==> src/rtl/trap_ctrl_pkg.sv <==
`default_nettype none
// ---------------------------------------------------------------------------
// Module  : trap_ctrl_pkg
// Brief   : Shared sizes and trap cause codes for the EX trap path.
// Rev     : 1.0  initial release
// ---------------------------------------------------------------------------
package trap_ctrl_pkg;

   localparam int ADDR_W  = 48;
   localparam int INSTR_W = 24;
   localparam int CAUSE_W = 4;

   typedef enum logic [CAUSE_W-1:0] {
      TRAP_NONE      = 4'd0,
      TRAP_ADD_OVF   = 4'd1,
      TRAP_SUB_OVF   = 4'd2,
      TRAP_NEG_OVF   = 4'd3,
      TRAP_SHR_RANGE = 4'd4
   } trap_cause_e;

   // Vector table uses a 16-byte stride per cause.
   function automatic logic [ADDR_W-1:0] trap_vec_offset(input logic [CAUSE_W-1:0] cause);
      return {{(ADDR_W-CAUSE_W-4){1'b0}}, cause, 4'b0000};
   endfunction

endpackage
`default_nettype wire

==> src/rtl/trap_ctrl.sv <==
`default_nettype none
// ---------------------------------------------------------------------------
// Module  : trap_ctrl
// Brief   : Latches EX traps, flushes the pipe, vectors fetch, returns on RTI.
// Rev     : 1.0  initial release
// ---------------------------------------------------------------------------
module trap_ctrl
   import trap_ctrl_pkg::*;
#(
   parameter logic [ADDR_W-1:0] VEC_BASE     = 48'h0000_0100,
   parameter int unsigned       FLUSH_CYCLES = 2
)(
   input  logic                iw_clk,
   input  logic                iw_rst,
   input  logic                iw_trap_req,
   input  logic [CAUSE_W-1:0]  iw_trap_cause,
   input  logic [ADDR_W-1:0]   iw_trap_pc,
   input  logic [INSTR_W-1:0]  iw_trap_instr,
   input  logic                iw_rti,
   input  logic                iw_stall,
   output logic                ow_flush,
   output logic                ow_redirect,
   output logic [ADDR_W-1:0]   ow_redirect_pc,
   output logic [ADDR_W-1:0]   ow_epc,
   output logic [CAUSE_W-1:0]  ow_cause,
   output logic [INSTR_W-1:0]  ow_badinstr,
   output logic                ow_in_trap,
   output logic                ow_halt
);

   localparam logic [2:0] c_st_idle         = 3'd0;
   localparam logic [2:0] c_st_flush        = 3'd1;
   localparam logic [2:0] c_st_redirect     = 3'd2;
   localparam logic [2:0] c_st_handler      = 3'd3;
   localparam logic [2:0] c_st_ret_flush    = 3'd4;
   localparam logic [2:0] c_st_ret_redirect = 3'd5;
   localparam logic [2:0] c_st_halt         = 3'd6;

   localparam logic [2:0] c_flush_init = 3'(FLUSH_CYCLES);

   logic [2:0]         r_state;
   logic [2:0]         r_cnt;
   logic [2:0]         w_state_nxt;
   logic [2:0]         w_cnt_nxt;
   logic               w_accept;
   logic               w_trap_valid;
   logic               w_flush_nxt;
   logic               w_redirect_nxt;
   logic               w_in_trap_nxt;
   logic [ADDR_W-1:0]  w_rpc_nxt;

   logic               r_flush;
   logic               r_redirect;
   logic [ADDR_W-1:0]  r_redirect_pc;
   logic [ADDR_W-1:0]  r_epc;
   logic [CAUSE_W-1:0] r_cause;
   logic [INSTR_W-1:0] r_badinstr;
   logic               r_in_trap;
   logic               r_halt;

   assign w_trap_valid = iw_trap_req && (iw_trap_cause != TRAP_NONE);

   always_comb begin
      w_state_nxt = r_state;
      w_cnt_nxt   = r_cnt;
      w_accept    = 1'b0;
      case (r_state)
         c_st_idle: begin
            if (w_trap_valid && !iw_stall) begin
               w_accept    = 1'b1;
               w_cnt_nxt   = c_flush_init;
               w_state_nxt = c_st_flush;
            end
         end
         c_st_flush: begin
            if (!iw_stall) begin
               if (r_cnt <= 3'd1) w_state_nxt = c_st_redirect;
               else               w_cnt_nxt   = r_cnt - 3'd1;
            end
         end
         c_st_redirect: begin
            if (!iw_stall) w_state_nxt = c_st_handler;
         end
         c_st_handler: begin
            // A second trap outranks a simultaneous RTI.
            if (!iw_stall) begin
               if (w_trap_valid) w_state_nxt = c_st_halt;
               else if (iw_rti)  w_state_nxt = c_st_ret_flush;
            end
         end
         c_st_ret_flush: begin
            if (!iw_stall) w_state_nxt = c_st_ret_redirect;
         end
         c_st_ret_redirect: begin
            if (!iw_stall) w_state_nxt = c_st_idle;
         end
         c_st_halt: begin
            w_state_nxt = c_st_halt;
         end
         default: begin
            w_state_nxt = c_st_idle;
         end
      endcase
   end

   // Outputs are decoded from the next state so they register alongside it.
   always_comb begin
      w_flush_nxt    = 1'b0;
      w_redirect_nxt = 1'b0;
      w_in_trap_nxt  = 1'b0;
      w_rpc_nxt      = '0;
      case (w_state_nxt)
         c_st_flush: begin
            w_flush_nxt = 1'b1;
         end
         c_st_redirect: begin
            w_flush_nxt    = 1'b1;
            w_redirect_nxt = 1'b1;
            w_rpc_nxt      = VEC_BASE + trap_vec_offset(r_cause);
         end
         c_st_handler: begin
            w_in_trap_nxt = 1'b1;
         end
         c_st_ret_flush: begin
            w_flush_nxt   = 1'b1;
            w_in_trap_nxt = 1'b1;
         end
         c_st_ret_redirect: begin
            w_redirect_nxt = 1'b1;
            w_rpc_nxt      = r_epc + 48'd1;
         end
         c_st_halt: begin
            w_flush_nxt   = 1'b1;
            w_in_trap_nxt = 1'b1;
         end
         default: begin
            w_flush_nxt = 1'b0;
         end
      endcase
   end

   always_ff @(posedge iw_clk) begin
      if (iw_rst) begin
         r_state       <= c_st_idle;
         r_cnt         <= 3'd0;
         r_flush       <= 1'b0;
         r_redirect    <= 1'b0;
         r_redirect_pc <= '0;
         r_epc         <= '0;
         r_cause       <= '0;
         r_badinstr    <= '0;
         r_in_trap     <= 1'b0;
         r_halt        <= 1'b0;
      end else begin
         r_state       <= w_state_nxt;
         r_cnt         <= w_cnt_nxt;
         r_flush       <= w_flush_nxt;
         r_redirect    <= w_redirect_nxt;
         r_redirect_pc <= w_rpc_nxt;
         r_in_trap     <= w_in_trap_nxt;
         r_halt        <= (w_state_nxt == c_st_halt);
         if (w_accept) begin
            r_epc      <= iw_trap_pc;
            r_cause    <= iw_trap_cause;
            r_badinstr <= iw_trap_instr;
         end
      end
   end

   assign ow_flush       = r_flush;
   assign ow_redirect    = r_redirect;
   assign ow_redirect_pc = r_redirect_pc;
   assign ow_epc         = r_epc;
   assign ow_cause       = r_cause;
   assign ow_badinstr    = r_badinstr;
   assign ow_in_trap     = r_in_trap;
   assign ow_halt        = r_halt;

endmodule
`default_nettype wire

==> config.mk <==
export PLATFORM = sky130hd
export DESIGN_NAME = trap_ctrl
export DESIGN_NICKNAME = d
export VERILOG_FILES = /design/src/rtl/trap_ctrl_pkg.sv /design/src/rtl/trap_ctrl.sv
export SDC_FILE = /design/constraint.sdc
export NUM_CORES = 1
export LEC_CHECK = 0
export ABC_AREA = 1
export BUFFER_PORTS_ARGS = -buffer_cell sky130_fd_sc_hd__buf_2
export CORE_AREA = 2 2 109 132
export DETAILED_ROUTE_END_ITERATION = 7
export DIE_AREA = 0 0 111 134
export PLACE_DENSITY_LB_ADDON = 0.3
export REMOVE_ABC_BUFFERS = 1
export SLEW_MARGIN = 20
export SYNTH_ARGS = -nofsm -noshare
export SYNTH_HDL_FRONTEND = slang
export SYNTH_SLANG_ARGS = --single-unit
==> constraint.sdc <==
create_clock -name iw_clk -period 1.45 [get_ports iw_clk]
set_input_delay 0.2175 -clock iw_clk [delete_from_list [all_inputs] [get_ports iw_clk]]
set_output_delay 0.2175 -clock iw_clk [all_outputs]
set_load 0.02 [all_outputs]
== Word-level counts from Yosys, hierarchy flattened ==
Index checks and enable logic that the tools add are counted.
Cells by class
  bitwise operators: 0
  add/subtract/negate cells: 3
  order comparisons: 1
  div/mod/pow operators: 0
  $mul: 0
  multiplexer cells: 20
  shift-type cells: 0
  reduce and logical (&&, ||, !) cells: 10
  equal/unequal tests: 15
Operators by type and width (count)
  48-bit one-hot mux with 2 select lines: 1
  48-bit by 1-bit adder with 48-bit output (second input constant): 1
  3-bit 2-to-1 mux: 12
  3-bit one-hot mux with 7 select lines: 1
  3-bit == test (second input constant): 6
  3-bit by 2-bit == test with 1-bit output (second input constant): 4
  9-bit by 8-bit adder with 10-bit output (first input constant): 1
  3-bit by 1-bit == test with 1-bit output (second input constant): 2
  2-bit inequality test (second input constant): 3
  3-bit one-hot mux with 2 select lines: 1
  1-bit 2-to-1 mux: 5
  4-bit AND reduction: 1
  4-bit nonzero test: 1
  4-bit OR reduction: 1
  3-bit by 1-bit less-or-equal comparator with 1-bit output (second input constant): 1
  3-bit logical NOT: 1
  3-bit OR reduction: 1
  3-bit by 1-bit subtractor with 3-bit output (second input constant): 1
  1-bit logical AND: 2
  2-bit nonzero test: 1
  2-bit OR reduction: 1
  1-bit logical NOT: 1
Storage, ports and cells
  bits in writable memories: 0
  bits of input ports: 81
  output and inout bits: 128
  latch bits: 0
  bits in read-only memories: 0
  memories kept: 0
  logic and storage cells: 59
  bits in registers: 134

== Longest topological paths before layout ==
  depth in word-level cells: 8
  mapped depth: 12
  depth with buffers taken out: 12

== Least setup slack after synthesis ==
No wires, ideal clock.
  path kind: reg2reg
  from: reg r_epc[0] (netlist: ow_epc[0])
  to: reg r_redirect_pc[32] (netlist: ow_redirect_pc[32])
  path buffers: 0
  data arrival time: 1.661 ns
  setup time: 0.114 ns
  clock period less this slack: 1.776 ns
  path slack: -0.326 ns
  cell stages (with the launch flop): 11
  data required time: 1.336 ns
  path through: dfxtp_1 ha_1 inv_1 nor2_2 nand2_1 nor2_2 nand4_2 nor2_1 nand2_1 nand2_2 nor2_2
Between the ends
  longest elaborated chain between the ends: 2
Ends and longest elaborated chain
  from (decl): RTL line trap_ctrl.sv:55  | logic [ADDR_W-1:0] r_epc;
  from (signal assigned): RTL line trap_ctrl.sv:163  | r_epc <= iw_trap_pc;
  48-bit by 1-bit adder with 48-bit output: RTL line trap_ctrl.sv:130  | w_rpc_nxt = r_epc + 48'd1;
  48-bit one-hot mux with 2 select lines: RTL line trap_ctrl.sv:112  | case (w_state_nxt)
  to (signal assigned): RTL line trap_ctrl.sv:159  | r_redirect_pc <= w_rpc_nxt;
  to (decl): RTL line trap_ctrl.sv:54  | logic [ADDR_W-1:0] r_redirect_pc;
No other way between the ends.
A chain may end at the register's enable or synchronous reset.

== Final worst setup path ==
  from: reg r_state[1]
  to: reg r_redirect_pc[8] (netlist: ow_redirect_pc[8])
Between the ends
  longest elaborated chain between the ends: 6
  elaborated cells between the ends (all ways): 20
  classes of those cells: eq/ne (8); mux (11); reduce/logical (1)
Ends and longest elaborated chain
  from (decl): RTL line trap_ctrl.sv:41  | logic [2:0] r_state;
  from (signal assigned): RTL line trap_ctrl.sv:144  | r_state <= c_st_idle;
  from (signal assigned): RTL line trap_ctrl.sv:155  | r_state <= w_state_nxt;
  3-bit 2-to-1 mux: RTL line trap_ctrl.sv:88  | else if (iw_rti) w_state_nxt = c_st_ret_flush;
  3-bit 2-to-1 mux: RTL line trap_ctrl.sv:87  | if (w_trap_valid) w_state_nxt = c_st_halt;
  3-bit 2-to-1 mux: RTL line trap_ctrl.sv:86  | if (!iw_stall) begin
  3-bit one-hot mux with 7 select lines *: RTL line trap_ctrl.sv:67  | case (r_state)
  3-bit == test or 3-bit by 2-bit == test with 1-bit output (tied branches): RTL line trap_ctrl.sv:112
  48-bit one-hot mux with 2 select lines *: RTL line trap_ctrl.sv:112
Mark *: on every way between the ends. The rest lies on a longest branch, timed or not.

==> results.toml <==
[worst_setup_path]
max_stage_delay_ns = 0.42
crit_top_cell = "nor2_2"
crit_arrival_ns = 1.95
crit_path_cell_trace = "inv_6 > buf_4 > nand3_4 > nor2_4 > nor2_1 > nand3_1 > nor2_2 > nor2_2 > nand2_4 > clkbuf_16 > a21oi_1"
end_kind = "register"
cp-start-kind = "register"
slowest_stage = "dfxtp_4"
cp.required_ns = 1.76
r2r_slack_ns = -0.19
critical_path_class = "register to register"
cp_max_fo = 7

[grt]
overflow = 0
grt_pass1_vias = 6368
use_met2 = 0.459
grt_pass1_wl_microns = 30500
use_met3 = 0.0542
busiest_layer = "met2"
grt.total_usage = 0.256
grt_max_degree = 52
antenna_found_initial = 2
grtUsageMet1 = 0.289

[placed_design]
placed_cell_area_sq_um = 8150
gp_congestion = 0.879
dp_hpwl_microns = 13400
portBuffers = 208
place_ws_ns = -0.206
dp_cells = 1290

[logic_synthesis]
yosysSeqAreaShare = 0.448
synth_commonest_cells = "nor2_1 (145), dfxtp_1 (134), nand2_1 (110), o21ai_0 (84), inv_1 (80)"
syn_area_sq_um = 5980
synth_warnings = 0
synth-main-ff-cell = "dfxtp_1"
synthTopCellsByArea = "dfxtp_1 (45%), nor2_1 (9.1%), o21ai_0 (7.0%)"
synth_seq_cells = 134
yosysMostFrequentCell = "nor2_1"
avgSynthCellArea_sq_um = 7.40
synth-edff-count = 0
syn_inst = 808
synthArstFlopShare = 0
yosysTopAreaCell = "dfxtp_1"
synth_top_area_frac = 0.448
ys_types = 40

[clock_network]
path_clk_slew_ns = 0.06
cts_made_buffers = 17
clock-sinks = 134
htree_levels = 4
hold_buffers = 0
clkLatencyLatePin_ns = 0.42
cts-root-buf = "clkbuf_16"
cts_tree = "built"
clk_path_buf_depth = 2

[floorplanning]
die_area_sq_um = 14900
die_w_microns = 111
num_rows = 47
initial_core_util = 0.440
io_pins = 209
coreArea_sq_um = 13600
chipHeight_microns = 134

[routing]
vias_per_cell = 5.05
wl_per_cell_microns = 15.5
first_pass_iters = 5
ant_nets = 0
vias = 6828
route.detailed.drc = 0
drt_iter0_markers = 304
postRouteWirelength_microns = 20900

[run_status]
status = "complete, but fails checks"
violations = "setup timing"

[pwr]
leakagePower_nw = 4.57
p_per_area_nw_per_um2 = 1070
vdd_ir_drop_max_mv = 0.718

[layout]
fin_cells = 1351
design_area_sq_um = 9610
area_delta_synth_final_pct = 60.6
fillers = 1026
drive_above_1_share = 0.494
nets = 1249

[sta]
setup_slack_ns = -0.191
max_slew_margin = 0.734
fin_crit_ns = 1.64
worst_slew_pin_slew_ns = 0.399
fin_crit_sh = 1.13
setup_viol = 54
fin_tns_setup_ns = -6.82
finalHoldViolations = 0
skew_ns = 0.00868
slew_viol_final = 0
fmax_mhz = 610
rsz0062_at_grt = "yes"

[job]
maxCapViolCount = 0

[worst_hold_path]
min-delay-path-class = "input port to register"
[worst max-delay path: cells and delay by family (launching register included)]
family / cells / cell delay [ns]
flops: 1 / 0.42
buf+inv: 3 / 0.38
simple gates: 7 / 0.65
compound gates: 1 / 0.06
[cell usage in the layout, fill, tap and decap left out, drive strengths merged]
cell / n
nor4: 2
clkbuf: 25
clkinv: 5
clkinvlp: 4
diode: 1
nand3: 37
xor2: 18
nor2: 172
xnor2: 1
o21ai: 87
or2: 1
ha: 2
a21oi: 55
inv: 91
dfxtp: 134
buf: 368
nor3b: 1
bufinv: 2
nor3: 25
nand4: 20
nand2: 126
a31oi: 2
a311oi: 1
[where the power goes]
group | internal, mW | switching [mW]
logic | 0.790 | 1.12
registers | 3.90 | 0.183
clock network | 2.62 | 1.62
total | 7.31 | 2.93
[per-layer routing]
layer,part of all wire,wire length (microns)
met5,0.00062,13
met1,0.39,8100
met3,0.051,1070
met2,0.52,10900
met4,0.036,746
[registers in the layout, summed over array words and instances, names as in the netlist]
name / cells
ow_badinstr: 24
ow_cause: 4
ow_epc: 48
ow_flush: 1
ow_halt: 1
ow_in_trap: 1
ow_redirect: 1
ow_redirect_pc: 48
r_cnt: 3
r_state: 3
[cell families after synthesis]
group	after synthesis	synth area share
xor+xnor	19	0.0278
simple gates	384	0.309
compound gates	145	0.124
flops	134	0.448
fa+ha+maj	2	0.00418
buf+inv	124	0.0862
[path summary, 6_finish.rpt]
kind                       endpoint  depth (start not counted)             start
hold reg to reg      ow_badinstr[7]                          2    ow_badinstr[7]
setup / recovery  ow_redirect_pc[8]                         11        r_state[1]
hold / removal       ow_badinstr[4]                          3  iw_trap_instr[4]
setup reg to reg  ow_redirect_pc[8]                         11        r_state[1]
[area by class of cell]
cell class | instances | area, sq um | area share
antenna | 1 | 2.50 | 0.000260
clock buffer | 21 | 460 | 0.0479
clock inverter | 11 | 126 | 0.0132
inverter | 91 | 357 | 0.0371
multi-input combinational | 550 | 3240 | 0.337
sequential | 134 | 2740 | 0.285
tap | 171 | 214 | 0.0223
timing repair buffer | 372 | 2470 | 0.257
[metrics by stage]
| stage | util | power, mW | hold WS [ns] |
|---|---|---|---|
| 2_1_floorplan | - | 4.98 | 0.287 |
| 3_3_place_gp | 0.600 | 5.76 | 0.461 |
| 3_5_place_dp | 0.600 | 5.79 | 0.469 |
| 4_1_cts | 0.671 | 10.1 | 0.0289 |
| 5_1_grt | 0.707 | 10.6 | 0.0327 |
| 6_report | 0.707 | 10.2 | 0.0305 |
[timing repair]
action / CTS / global route
gates cloned: 2 / 4
resized for setup: 85 / 143
pin swaps: 27 / 25
buffers inserted: 14 / 8
setup endpoints to repair: 126 / 109
Power figures use the tool's default switching activity.
